`config.mk`:
```
export PLATFORM = sky130hd
export DESIGN_NAME = uart_tx_arb
export DESIGN_NICKNAME = d
export VERILOG_FILES = /design/src/rtl/uart_tx_arb.sv
export SDC_FILE = /design/constraint.sdc
export NUM_CORES = 1
export LEC_CHECK = 0
export CELL_PAD_IN_SITES_DETAIL_PLACEMENT = 0
export CELL_PAD_IN_SITES_GLOBAL_PLACEMENT = 1
export CORE_MARGIN = 5
export CORE_UTILIZATION = 34
export DETAILED_ROUTE_END_ITERATION = 10
export PLACE_DENSITY_LB_ADDON = 0.1
export SYNTH_ARGS = -nofsm -noshare
export SYNTH_HDL_FRONTEND = slang
export SYNTH_SLANG_ARGS = --single-unit
```
`constraint.sdc`:
```
create_clock -name clk -period 6.25 [get_ports clk]
set_input_delay 1.25 -clock clk [delete_from_list [all_inputs] [get_ports clk]]
set_output_delay 1.25 -clock clk [all_outputs]
set_load 0.03 [all_outputs]
```
`src/rtl/uart_tx_arb.sv`:
```
// Round-robin arbiter that shares one UART transmitter among NUM_REQ byte producers, with frame locking.
// Optional stale-lock timeout is compiled in with `define UART_TX_ARB_LOCK_TIMEOUT_EN.
module uart_tx_arb #(
    parameter int NUM_REQ = 4,
    parameter int LOCK_TO = 4096
) (
    input  logic                       clk,
    input  logic                       rst_n,
    input  logic [NUM_REQ-1:0]         req,
    input  logic [8*NUM_REQ-1:0]       req_data,
    input  logic [NUM_REQ-1:0]         req_last,
    output logic [NUM_REQ-1:0]         ack,
    output logic                       trmt,
    output logic [7:0]                 tx_data,
    input  logic                       tx_done,
    output logic                       busy,
    output logic [$clog2(NUM_REQ)-1:0] owner
);

    localparam int PW = $clog2(NUM_REQ);
    localparam logic [PW:0] NUM_W = (PW+1)'(NUM_REQ);

    // Out-of-range parameters stop elaboration.
    if (NUM_REQ < 2 || NUM_REQ > 8 || LOCK_TO < 1) begin : g_param_check
        $error("uart_tx_arb: parameter out of range");
    end

    typedef enum logic [1:0] {IDLE, LAUNCH, WAIT_LO, WAIT_HI} state_t;

    state_t               state_q, state_d;
    logic [PW-1:0]        rr_ptr_q, rr_ptr_d;
    logic [PW-1:0]        owner_q, owner_d;
    logic                 lock_q, lock_d;
    logic [7:0]           tx_data_q, tx_data_d;
    logic                 trmt_q, trmt_d;
    logic [NUM_REQ-1:0]   ack_q, ack_d;

    logic [NUM_REQ-1:0]   owner_oh;
    logic [NUM_REQ-1:0]   elig;
    logic                 win_found;
    logic [PW-1:0]        win_idx;
    logic [PW:0]          cand;
    logic                 grant;
    logic                 to_expire;

    function automatic logic [PW-1:0] wrap_inc(input logic [PW-1:0] x);
        return (x == PW'(NUM_REQ - 1)) ? '0 : x + 1'b1;
    endfunction

    // Search rr_ptr, rr_ptr+1, ... ; iterating from the far end lets the nearest hit win.
    always_comb begin
        owner_oh  = NUM_REQ'(1) << owner_q;
        elig      = lock_q ? (req & owner_oh) : req;
        win_found = 1'b0;
        win_idx   = '0;
        cand      = '0;
        for (int k = NUM_REQ - 1; k >= 0; k--) begin
            cand = {1'b0, rr_ptr_q} + (PW+1)'(k);
            if (cand >= NUM_W) begin
                cand = cand - NUM_W;
            end
            if (elig[cand[PW-1:0]]) begin
                win_found = 1'b1;
                win_idx   = cand[PW-1:0];
            end
        end
    end

    assign grant = (state_q == IDLE) && win_found && tx_done;

`ifdef UART_TX_ARB_LOCK_TIMEOUT_EN
    localparam int TW = $clog2(LOCK_TO) + 1;

    logic [TW-1:0] to_cnt_q, to_cnt_d;
    logic          to_idle;

    // A locked owner that has gone quiet in IDLE is counted; any grant or owner request clears it.
    assign to_idle   = (state_q == IDLE) && lock_q && !req[owner_q];
    assign to_expire = to_idle && (to_cnt_q == TW'(LOCK_TO - 1));

    always_comb begin
        to_cnt_d = '0;
        if (to_idle && !to_expire) begin
            to_cnt_d = to_cnt_q + 1'b1;
        end
    end

    always_ff @(posedge clk or negedge rst_n) begin
        if (!rst_n) begin
            to_cnt_q <= '0;
        end else begin
            to_cnt_q <= to_cnt_d;
        end
    end
`else
    assign to_expire = 1'b0;
`endif

    always_ff @(posedge clk or negedge rst_n) begin
        if (!rst_n) begin
            state_q <= IDLE;
        end else begin
            state_q <= state_d;
        end
    end

    always_comb begin
        state_d = state_q;
        case (state_q)
            IDLE:    if (grant)    state_d = LAUNCH;
            LAUNCH:                state_d = WAIT_LO;
            WAIT_LO: if (!tx_done) state_d = WAIT_HI;
            WAIT_HI: if (tx_done)  state_d = IDLE;
            default:               state_d = IDLE;
        endcase
    end

    // trmt/ack are registered from the grant, so they are high exactly while in LAUNCH.
    always_comb begin
        trmt_d    = grant;
        ack_d     = grant ? (NUM_REQ'(1) << win_idx) : '0;
        tx_data_d = tx_data_q;
        owner_d   = owner_q;
        lock_d    = lock_q;
        rr_ptr_d  = rr_ptr_q;
        if (grant) begin
            tx_data_d = req_data[{win_idx, 3'b000} +: 8];
            owner_d   = win_idx;
            lock_d    = ~req_last[win_idx];
            if (req_last[win_idx]) begin
                rr_ptr_d = wrap_inc(win_idx);
            end
        end else if (to_expire) begin
            lock_d   = 1'b0;
            rr_ptr_d = wrap_inc(owner_q);
        end
    end

    always_ff @(posedge clk or negedge rst_n) begin
        if (!rst_n) begin
            rr_ptr_q  <= '0;
            owner_q   <= '0;
            lock_q    <= 1'b0;
            tx_data_q <= 8'h00;
            trmt_q    <= 1'b0;
            ack_q     <= '0;
        end else begin
            rr_ptr_q  <= rr_ptr_d;
            owner_q   <= owner_d;
            lock_q    <= lock_d;
            tx_data_q <= tx_data_d;
            trmt_q    <= trmt_d;
            ack_q     <= ack_d;
        end
    end

    assign ack     = ack_q;
    assign trmt    = trmt_q;
    assign tx_data = tx_data_q;
    assign owner   = owner_q;
    assign busy    = (state_q != IDLE);

endmodule

```
==> out/results.tsv, run 1 <==
stage	metric	value	unit
clocking	root buffer selected by CTS	clkbuf_8	
placed_design	placed wire-length estimate	2.69	mm
power_and_ir_drop	internal power summed over all cells	552	uW
floorplan	floorplan die area	5520	sq um
clocking	largest buffer count on any clock path	2	
global_routing	vias in the first global route	1284	
layout	post-route insts no fill	244	
routing	number of DRC markers after the initial detailed-route iteration	51	
synthesis	top_reg_cell synth	dfrtp_1	
routing	antenna-violating nets left	0	
floorplan	area of the placeable core	4000	sq um
worst_setup_path	worst stage delay on the critical path	0.56	ns
worst_setup_path	critical path capture point type	register	
sta	Slew HR	41.4	%
worst_setup_path	cell chain of the critical path	clkdlybuf4s50_1 -> mux2i_1 -> o211ai_2 -> nand4b_1 -> nand3_1 -> or3_4 -> a2bb2oi_2 -> mux2_4	
layout	Final Instance Area	2080	sq um
job	maximum capacitance violations	0	
power_and_ir_drop	Reg power frac	24.4	%
layout	Ant. Diodes	0	
synthesis	synthesis-stage register bit count	20	
power_and_ir_drop	leakage component of the power	0.870	nW
clocking	setup bufs post-CTS	0	
power_and_ir_drop	highest ir drop seen on vdd	0.000208	V
worst_setup_path	reg2reg start	rr_ptr_q[0]	
global_routing	Overflow after GRT	0	
worst_setup_path	Setup Crit Path Kind	input pin to register	
layout	Reg area	500	sq um
hold_path	launch point of the worst hold path	tx_data[0]	
layout	area delta synth->final	47.9	%
layout	multi-input combinational cell area	838	sq um
synthesis	syn avg cell area	10.3	sq um
sta	hold violation total from the final report	0	
placed_design	worst slack at placement	2.19	ns
sta	Peak Freq	265	MHz
power_and_ir_drop	switching power share of the total	42.3	%
synthesis	net count of the mapped netlist	188	
routing	total via count in the routed design	1218	
synthesis	share of synthesized flip-flops with an asynchronous set or reset	100	%
clocking	Resized cells post-CTS	0	
hold_path	Hold WC Path Type	register to register	
global_routing	maximum number of pins on one net before global-route repair	23	
layout	number of nets in the finished design	246	
clocking	# clock sinks	20	
worst_setup_path	worst-path fanout max	22	
floorplan	I/O pin cnt	59	
routing	sum of routed wire length over all layers	3.30	mm
worst_setup_path	cell with the largest stage delay on the worst path	or3_4	
power_and_ir_drop	relative contribution of combinational cells to total power	62.1	%
floorplan	starting density of the core	35.2	%
synthesis	number of warning messages in the yosys log	0	
clocking	worst skew pair latency	0.26	ns
outcome	result of the run	complete, no violations	
layout	proportion of layout cells with a drive suffix above 1	10.8	%
clocking	Clock transition at path regs	0.07	ns
power_and_ir_drop	power density cells	460	nW/um^2
placed_design	cell area reported after detailed placement	2010	sq um
sta	Final setup viols	0	
floorplan	number of standard-cell rows in the floorplan	23	
clocking	number of buffers inserted during clock tree synthesis	3	
placed_design	gp weighted congestion	0.829	
worst_setup_path	CP arrival	3.92	ns
placed_design	placed cell count	240	
sta	crit path setup slack, layout	2.47	ns
layout	fill cell total of the finished layout	379	
synthesis	Post-Synthesis Cells	137	
routing	total iterations of the first detailed-routing run	4	
power_and_ir_drop	proportion of power drawn by the clock network	13.4	%
sta	slew at the pin with the worst max-slew slack	0.876	ns
routing	vias per cell	4.99	
sta	worst hold slack	0.477	ns
worst_setup_path	Critical Path RT	6.40	ns
floorplan	die width	74.3	um
worst_setup_path	buffers and inverters on the worst path	1	
sta	post-layout minimum cycle time	3.78	ns
layout	final core area utilization	52.0	%
sta	setup_tns	0	ns
floorplan	die extent in y	74.3	um
sta	RSZ-0062 raised after global routing	no	
power_and_ir_drop	Net Sw Power	404	uW
synthesis	number of flops mapped to enable cells by yosys	0	
global_routing	global routing usage summed across all routing layers	12.6	%
worst_setup_path	Setup crit start	req[3]	
routing	number of remaining DRC errors	0	
clocking	post-cts hold buffer count	0	
clocking	CTS tree	built	
worst_setup_path	CP top delay family	simple AND/OR/NAND/NOR gates	
sta	final cycle utilization of the critical path	60.4	%
sta	Clock Skews	0.00141	ns
power_and_ir_drop	final total power	956	uW
synthesis	sequential cell area fraction in the yosys report	35.6	%
global_routing	global-route wire length before repair	5.49	mm
sta	Final Max Slew Viols	0	
worst_setup_path	startpoint types	input pin	
clocking	maximum level of the CTS H-tree	1	
synthesis	Distinct cells, synth	38	
placed_design	Buffers on Ports	58	
global_routing	number of antenna violations at the first check in global routing	0	
synthesis	area of the mapped netlist	1410	sq um
routing	average detailed-routed wire length per instance	13.5	um
power groups by stage:
| stage | Combinational [mW] | Sequential, mW | Clock [mW] |
|---|---|---|---|
| after detailed placement | 0.604 | 0.235 | 0 |
| after floorplan | 0.396 | 0.285 | 0 |
| after global placement | 0.594 | 0.236 | 0 |
| final | 0.594 | 0.234 | 0.128 |
| after global routing | 0.653 | 0.243 | 0.140 |
| after CTS | 0.606 | 0.234 | 0.132 |
worst paths after layout:
kind,end,slack (ns),cells after the start
min in group asynchronous,ack[0],1.48,1
hold reg to reg,tx_data[0],0.48,2
setup reg to reg,rr_ptr_q[1],3.38,7
hold / removal,tx_data[0],0.48,2
max in group asynchronous,tx_data[6],4.23,1
setup / recovery,rr_ptr_q[1],2.47,8
metal layers:
metal	global-route usage, %	part of all wire, %
met5	0	0
met2	22.8	51
met4	3.95	0.88
met1	14.3	41
met3	3.38	7.1
worst reg2reg max path, cell delays in order, from the launching register on:
cell and delay, ns:
dfrtp_1 0.59, mux2i_1 0.15, o211ai_2 0.26, nand4b_1 0.20
nand3_1 0.52, or3_4 0.57, a2bb2oi_2 0.18, mux2_4 0.30
layout make-up:
type	instances	share of cell area, %
Sequential cell	20	24.1
Clock buffer	3	1.99
Clock inverter	1	1.44
Inverter	7	1.26
Tap cell	50	3.01
Multi-Input combinational cell	105	40.3
Timing Repair Buffer	58	27.9
synth_stat cells, types with 2 or more instances:
| cell | instances | area (sq um) |
|---|---|---|
| clkbuf_1 | 2 | 7.51 |
| o21ai_1 | 7 | 35.0 |
| nand4_1 | 2 | 12.5 |
| buf_6 | 3 | 33.8 |
| dfrtp_1 | 20 | 500 |
| nand4b_1 | 3 | 26.3 |
| o211ai_1 | 2 | 15.0 |
| nand2_1 | 10 | 37.5 |
| nand3_1 | 2 | 10.0 |
| mux2i_1 | 20 | 200 |
| ha_1 | 8 | 100 |
| nor2_1 | 4 | 15.0 |
| o21ai_0 | 7 | 35.0 |
| a21oi_1 | 5 | 25.0 |
| inv_1 | 7 | 26.3 |
| and2_1 | 5 | 31.3 |
| mux2_2 | 9 | 101 |
logic make-up (layout without fill, tap and decap cells):
family                   Yosys count  count (layout)  synth area share [%]
AND/OR/NAND/NOR                   36              36                  15.6
AO/OA/AOI/OAI                     31              31                  14.4
multiplexers                      30              30                  22.5
flip-flops                        20              20                  35.6
buffers and inverters             12              69                  4.80
adder cells (fa/ha/maj)            8               8                  7.12
flip-flops by register name, indices dropped and copies added (netlist names):
register,cells
ack,4
lock_q,1
owner,2
rr_ptr_q,2
state_q,2
trmt,1
tx_data,8
layout by cell type (no fill, tap or decap), types with 2 or more instances in the layout:
master / n
a21oi_1: 5
and2_1: 5
clkbuf_8: 3
clkdlybuf4s50_1: 58
dfrtp_1: 20
ha_1: 8
inv_1: 7
mux2_2: 9
mux2i_1: 20
nand2_1: 10
nand3_1: 2
nand4_1: 2
nand4b_1: 3
nor2_1: 4
o211ai_1: 2
o21ai_0: 7
o21ai_1: 7
No activity file was read; power rests on OpenSTA's default activity.
==> run 2, diff against run 1 <==
Settings changed: CORE_UTILIZATION 34 to 28.
Clock period 6.25 ns to 3.4 ns, I/O delays scaled along.
==> out/results.tsv, run 2 (synthesis gave the netlist of run 1 again) <==
stage	metric	value	unit	change
outcome	result of the run	complete, no violations		unchanged
power_and_ir_drop	leakage component of the power	0.884	nW	was 0.870 nW
worst_setup_path	endpoint of the lowest-slack register-to-register path	rr_ptr_q[1]		unchanged
worst_setup_path	depth of the worst register-to-register path	7		unchanged
floorplan	area of the placeable core	4790	sq um	was 4000 sq um
clocking	post-cts hold buffer count	0		unchanged
global_routing	Overflow after GRT	0		unchanged
routing	vias per cell	4.65		was 4.99
job	maximum capacitance violations	0		unchanged
hold_path	Hold WC Path Type	register to register		unchanged
clocking	Resized cells post-CTS	0		unchanged
layout	most common cell after layout, fill and taps aside	clkdlybuf4s50_1		unchanged
routing	sum of routed wire length over all layers	3.49	mm	was 3.30 mm
sta	RSZ-0062 raised after global routing	no		unchanged
sta	Clock Skews	0.00322	ns	was 0.00141 ns
clocking	Clock transition at path regs	0.08	ns	was 0.07 ns
layout	flip-flop count of the largest register, all copies and words added	8		unchanged
layout	area delta synth->final	51.0	%	was 47.9%
placed_design	gp weighted congestion	0.737		was 0.829
sta	final cycle utilization of the critical path	85.5	%	
routing	antenna-violating nets left	0		unchanged
global_routing	number of antenna violations at the first check in global routing	0		unchanged
worst_setup_path	startpoint types	input pin		unchanged
routing	number of remaining DRC errors	0		unchanged
sta	hold violation total from the final report	0		unchanged
sta	Peak Freq	344	MHz	
power_and_ir_drop	power density cells	844	nW/um^2	was 460 nW/um^2
worst_setup_path	Setup crit start	req[3]		unchanged
placed_design	Buffers on Ports	58		unchanged
sta	Final Max Slew Viols	0		unchanged
clocking	maximum level of the CTS H-tree	1		unchanged
global_routing	maximum number of pins on one net before global-route repair	22		was 23
floorplan	number of standard-cell rows in the floorplan	25		was 23
routing	total iterations of the first detailed-routing run	4		unchanged
clocking	largest buffer count on any clock path	2		unchanged
floorplan	floorplan die area	6540	sq um	was 5520 sq um
sta	setup_tns	0	ns	unchanged
worst_setup_path	critical path capture point type	register		unchanged
layout	proportion of layout cells with a drive suffix above 1	12.2	%	was 10.8%
sta	post-layout minimum cycle time	2.91	ns	
worst_setup_path	reg2reg start	rr_ptr_q[0]		unchanged
layout	Ant. Diodes	0		unchanged
global_routing	global-route wire length before repair	5.82	mm	was 5.49 mm
clocking	worst skew pair latency	0.25	ns	was 0.26 ns
layout	number of nets in the finished design	249		was 246
clocking	setup bufs post-CTS	0		unchanged
worst_setup_path	Critical Path RT	3.55	ns	was 6.40 ns
placed_design	placed wire-length estimate	2.85	mm	was 2.69 mm
worst_setup_path	worst-path fanout max	13		was 22
sta	slew at the pin with the worst max-slew slack	0.915	ns	was 0.876 ns
worst_setup_path	Worst Setup EP	rr_ptr_q[1]		unchanged
layout	most frequent cells in the layout	58 x clkdlybuf4s50_1, 20 x mux2i_1, 20 x dfrtp_1		unchanged
global_routing	global routing usage summed across all routing layers	11.3	%	was 12.6%
floorplan	I/O pin cnt	59		unchanged
layout	fill cell total of the finished layout	478		was 379
worst_setup_path	Reg2Reg Setup Slack	0.86	ns	was 3.38 ns
clocking	number of buffers inserted during clock tree synthesis	3		unchanged
sta	Slew HR	38.8	%	was 41.4%
global_routing	vias in the first global route	1248		was 1,284
worst_setup_path	CP arrival	3.05	ns	was 3.92 ns
routing	number of DRC markers after the initial detailed-route iteration	21		was 51
clocking	root buffer selected by CTS	clkbuf_8		unchanged
floorplan	die extent in y	80.9	um	was 74.3 um
clocking	# clock sinks	20		unchanged
layout	final core area utilization	44.4	%	was 52.0%
floorplan	die width	80.9	um	was 74.3 um
clocking	CTS tree	built		unchanged
routing	average detailed-routed wire length per instance	13.2	um	was 13.5 um
routing	total via count in the routed design	1227		was 1,218
sta	Final setup viols	0		unchanged
worst_setup_path	Setup Crit Path Kind	input pin to register		unchanged
power_and_ir_drop	highest ir drop seen on vdd	0.000345	V	was 0.000208 V
floorplan	starting density of the core	29.4	%	was 35.2%
run 2: changes by cell type in the layout (fill, tap and decap cells not counted):
cell / delta
buf_4: +3
run 2: per-stage QoR:
stage	hold slack (ns)	instance area, sq um	power (mW)	setup slack, ns	instances
global route	0.513	2120	1.94	0.411	264
detailed placement	0.476	2050	1.58	0.233	260
floorplan	0.384	1410	1.25	0.914	137
CTS	0.496	2120	1.82	0.507	264
finish	0.490	2120	1.79	0.493	264
global placement	0.466	2050	1.55	0.304	260
run 2: how the worst min path moves through the flow:
stage                from          to  slack, ns  depth (start not counted)
2_1_floorplan       rst_n      ack[0]       0.38                          0
3_3_place_gp   tx_data[0]  tx_data[0]       0.47                          2
3_5_place_dp   tx_data[0]  tx_data[0]       0.48                          2
4_1_cts        tx_data[0]  tx_data[0]       0.50                          2
5_1_grt        tx_data[0]  tx_data[0]       0.51                          2
6_report       tx_data[0]  tx_data[0]       0.49                          2
run 2: cell type report:
type / count / area (sq um) / area share [%]
Clock buffer: 3 / 41.3 / 1.94
Clock inverter: 1 / 30.0 / 1.41
Inverter: 7 / 26.3 / 1.24
Multi-Input combinational cell: 105 / 838 / 39.5
Sequential cell: 20 / 500 / 23.6
Tap cell: 67 / 83.8 / 3.95
Timing Repair Buffer: 61 / 603 / 28.4
run 2: power by group:
part	switching (mW)	internal [mW]	total, mW
sequential	0.0982	0.331	0.429
clock	0.0798	0.157	0.237
combinational	0.575	0.550	1.13
total	0.753	1.04	1.79
run 2: per-layer routing:
layer	vias up	track usage (%)	wire length (um)
met5	-	0	0
met4	0	2.53	18
met3	2	3.33	231
met2	33	20.6	1780
met1	578	12.8	1470
li1	614	-	-
run 2: worst max-delay path, cell delays in order:
cell,delay [ns]
clkdlybuf4s50_1,0.55
mux2i_1,0.12
o211ai_2,0.26
and3b_1,0.21
o31a_1,0.31
or2_4,0.33
ha_1,0.32
mux2_4,0.27
==> run 3, diff against run 2 <==
Settings changed: CAP_MARGIN set to 25, SLEW_MARGIN set to 25.
==> out/results.tsv, run 3 (synthesis gave the netlist of run 1 again) <==
stage	metric	value	unit	change
worst_setup_path	CP arrival	3.05	ns	about the same
clocking	root buffer selected by CTS	clkbuf_8		unchanged
power_and_ir_drop	leakage component of the power	0.884	nW	about the same
sta	Peak Freq	344	MHz	about the same
clocking	number of buffers inserted during clock tree synthesis	3		unchanged
clocking	CTS tree	built		unchanged
sta	Clock Skews	0.00299	ns	was 0.00322 ns
placed_design	worst slack at placement	0.233	ns	unchanged
global_routing	global routing usage summed across all routing layers	11.3	%	unchanged
global_routing	vias in the first global route	1248		unchanged
sta	Final setup viols	0		unchanged
layout	number of nets in the finished design	249		unchanged
floorplan	number of standard-cell rows in the floorplan	25		unchanged
floorplan	die width	80.9	um	unchanged
routing	total via count in the routed design	1229		was 1,227
power_and_ir_drop	power density cells	845	nW/um^2	was 844 nW/um^2
global_routing	M3 GR Usage	3.33	%	unchanged
routing	sum of routed wire length over all layers	3.48	mm	was 3.49 mm
routing	vias per cell	4.66		was 4.65
clocking	post-cts hold buffer count	0		unchanged
routing	total iterations of the first detailed-routing run	4		unchanged
clocking	Resized cells post-CTS	0		unchanged
placed_design	gp weighted congestion	0.737		unchanged
hold_path	Hold WC Path Type	input pin to async pin		was register to register
sta	slew at the pin with the worst max-slew slack	0.448	ns	was 0.915 ns
floorplan	die extent in y	80.9	um	unchanged
worst_setup_path	Critical Path RT	3.54	ns	was 3.55 ns
routing	number of DRC markers after the initial detailed-route iteration	28		was 21
worst_setup_path	worst-path fanout max	13		unchanged
global_routing	most congested layer reported by global routing	met2		unchanged
worst_setup_path	critical path capture point type	register		unchanged
placed_design	Buffers on Ports	58		unchanged
floorplan	I/O pin cnt	59		unchanged
sta	crit path setup slack, layout	0.493	ns	about the same
sta	post-layout minimum cycle time	2.91	ns	about the same
global_routing	Overflow after GRT	0		unchanged
clocking	Clock transition at path regs	0.08	ns	about the same
floorplan	area of the placeable core	4790	sq um	unchanged
global_routing	global-route wire length before repair	5.82	mm	unchanged
routing	number of remaining DRC errors	0		unchanged
placed_design	placed wire-length estimate	2.85	mm	unchanged
layout	Ant. Diodes	0		unchanged
sta	final cycle utilization of the critical path	85.5	%	about the same
clocking	# clock sinks	20		unchanged
floorplan	starting density of the core	29.4	%	unchanged
clocking	setup bufs post-CTS	0		unchanged
global_routing	global-route met1 utilization	12.8	%	unchanged
worst_setup_path	Setup Crit Path Kind	input pin to register		unchanged
clocking	maximum level of the CTS H-tree	1		unchanged
layout	most common cell after layout, fill and taps aside	clkdlybuf4s50_1		unchanged
sta	Final Max Slew Viols	0		unchanged
routing	antenna-violating nets left	0		unchanged
sta	hold violation total from the final report	0		unchanged
sta	setup_tns	0	ns	unchanged
outcome	result of the run	complete, no violations		unchanged
power_and_ir_drop	highest ir drop seen on vdd	0.000345	V	about the same
layout	most frequent cells in the layout	57 x clkdlybuf4s50_1, 20 x mux2i_1, 20 x dfrtp_1		was 58 x clkdlybuf4s50_1, 20 x mux2i_1, 20 x dfrtp_1
layout	proportion of layout cells with a drive suffix above 1	12.7	%	was 12.2%
clocking	worst skew pair latency	0.25	ns	about the same
global_routing	fraction of met2 tracks used by global routing	20.6	%	unchanged
global_routing	number of antenna violations at the first check in global routing	0		unchanged
routing	average detailed-routed wire length per instance	13.2	um	about the same
layout	fill cell total of the finished layout	479		was 478
sta	RSZ-0062 raised after global routing	no		unchanged
clocking	largest buffer count on any clock path	2		unchanged
job	maximum capacitance violations	0		unchanged
layout	flip-flop count of the largest register, all copies and words added	8		unchanged
floorplan	floorplan die area	6540	sq um	unchanged
layout	area delta synth->final	50.6	%	was 51.0%
worst_setup_path	startpoint types	input pin		unchanged
sta	Slew HR	70.1	%	was 38.8%
global_routing	maximum number of pins on one net before global-route repair	22		unchanged
run 3: routing by layer:
metal  wire length [um]  part of all wire [%]
met1               1450                    42
met5                  0                     0
met3                231                   6.6
met2               1790                    51
met4                 18                  0.52
run 3: final timing paths:
check / start / end / slack (ns) / cells past startpoint
max in group asynchronous: rst_n / rr_ptr_q[0] / 2.73 / 1
min in group clk: tx_data[0] / tx_data[0] / 0.49 / 2
hold / removal: rst_n / ack[0] / 0.36 / 1
setup reg to reg: rr_ptr_q[0] / rr_ptr_q[1] / 0.86 / 7
setup / recovery: req[3] / rr_ptr_q[1] / 0.49 / 8
hold reg to reg: tx_data[0] / tx_data[0] / 0.49 / 2
run 3: layout make-up:
cell class                 count  area [sq um]  share of cell area [%]
clock inverter                 1          30.0                    1.42
multi-input combinational    105           838                    39.6
inverter                       7          26.3                    1.24
clock buffer                   3          41.3                    1.95
tap                           67          83.8                    3.96
sequential                    20           500                    23.6
timing repair buffer          61           598                    28.2
run 3: power by group:
part | switching (mW) | internal [mW]
registers | 0.0981 | 0.331
logic | 0.575 | 0.549
clock network | 0.0796 | 0.157
run 3: worst max-delay path, stage by stage:
cell	delay [ns]
clkdlybuf4s50_1	0.55
mux2i_1	0.12
o211ai_2	0.26
and3b_1	0.21
o31a_1	0.31
or2_4	0.33
ha_1	0.32
mux2_4	0.27
run 3: through the flow:
step	cell area [sq um]	util [%]	hold slack [ns]	power, mW	std cells
after floorplan	1410	-	0.384	1.25	137
after global placement	2050	42.9	0.466	1.55	260
after detailed placement	2050	42.9	0.476	1.58	260
after CTS	2120	44.4	0.496	1.82	264
after global routing	2120	44.3	0.399	1.94	264
final	2120	44.3	0.359	1.79	264
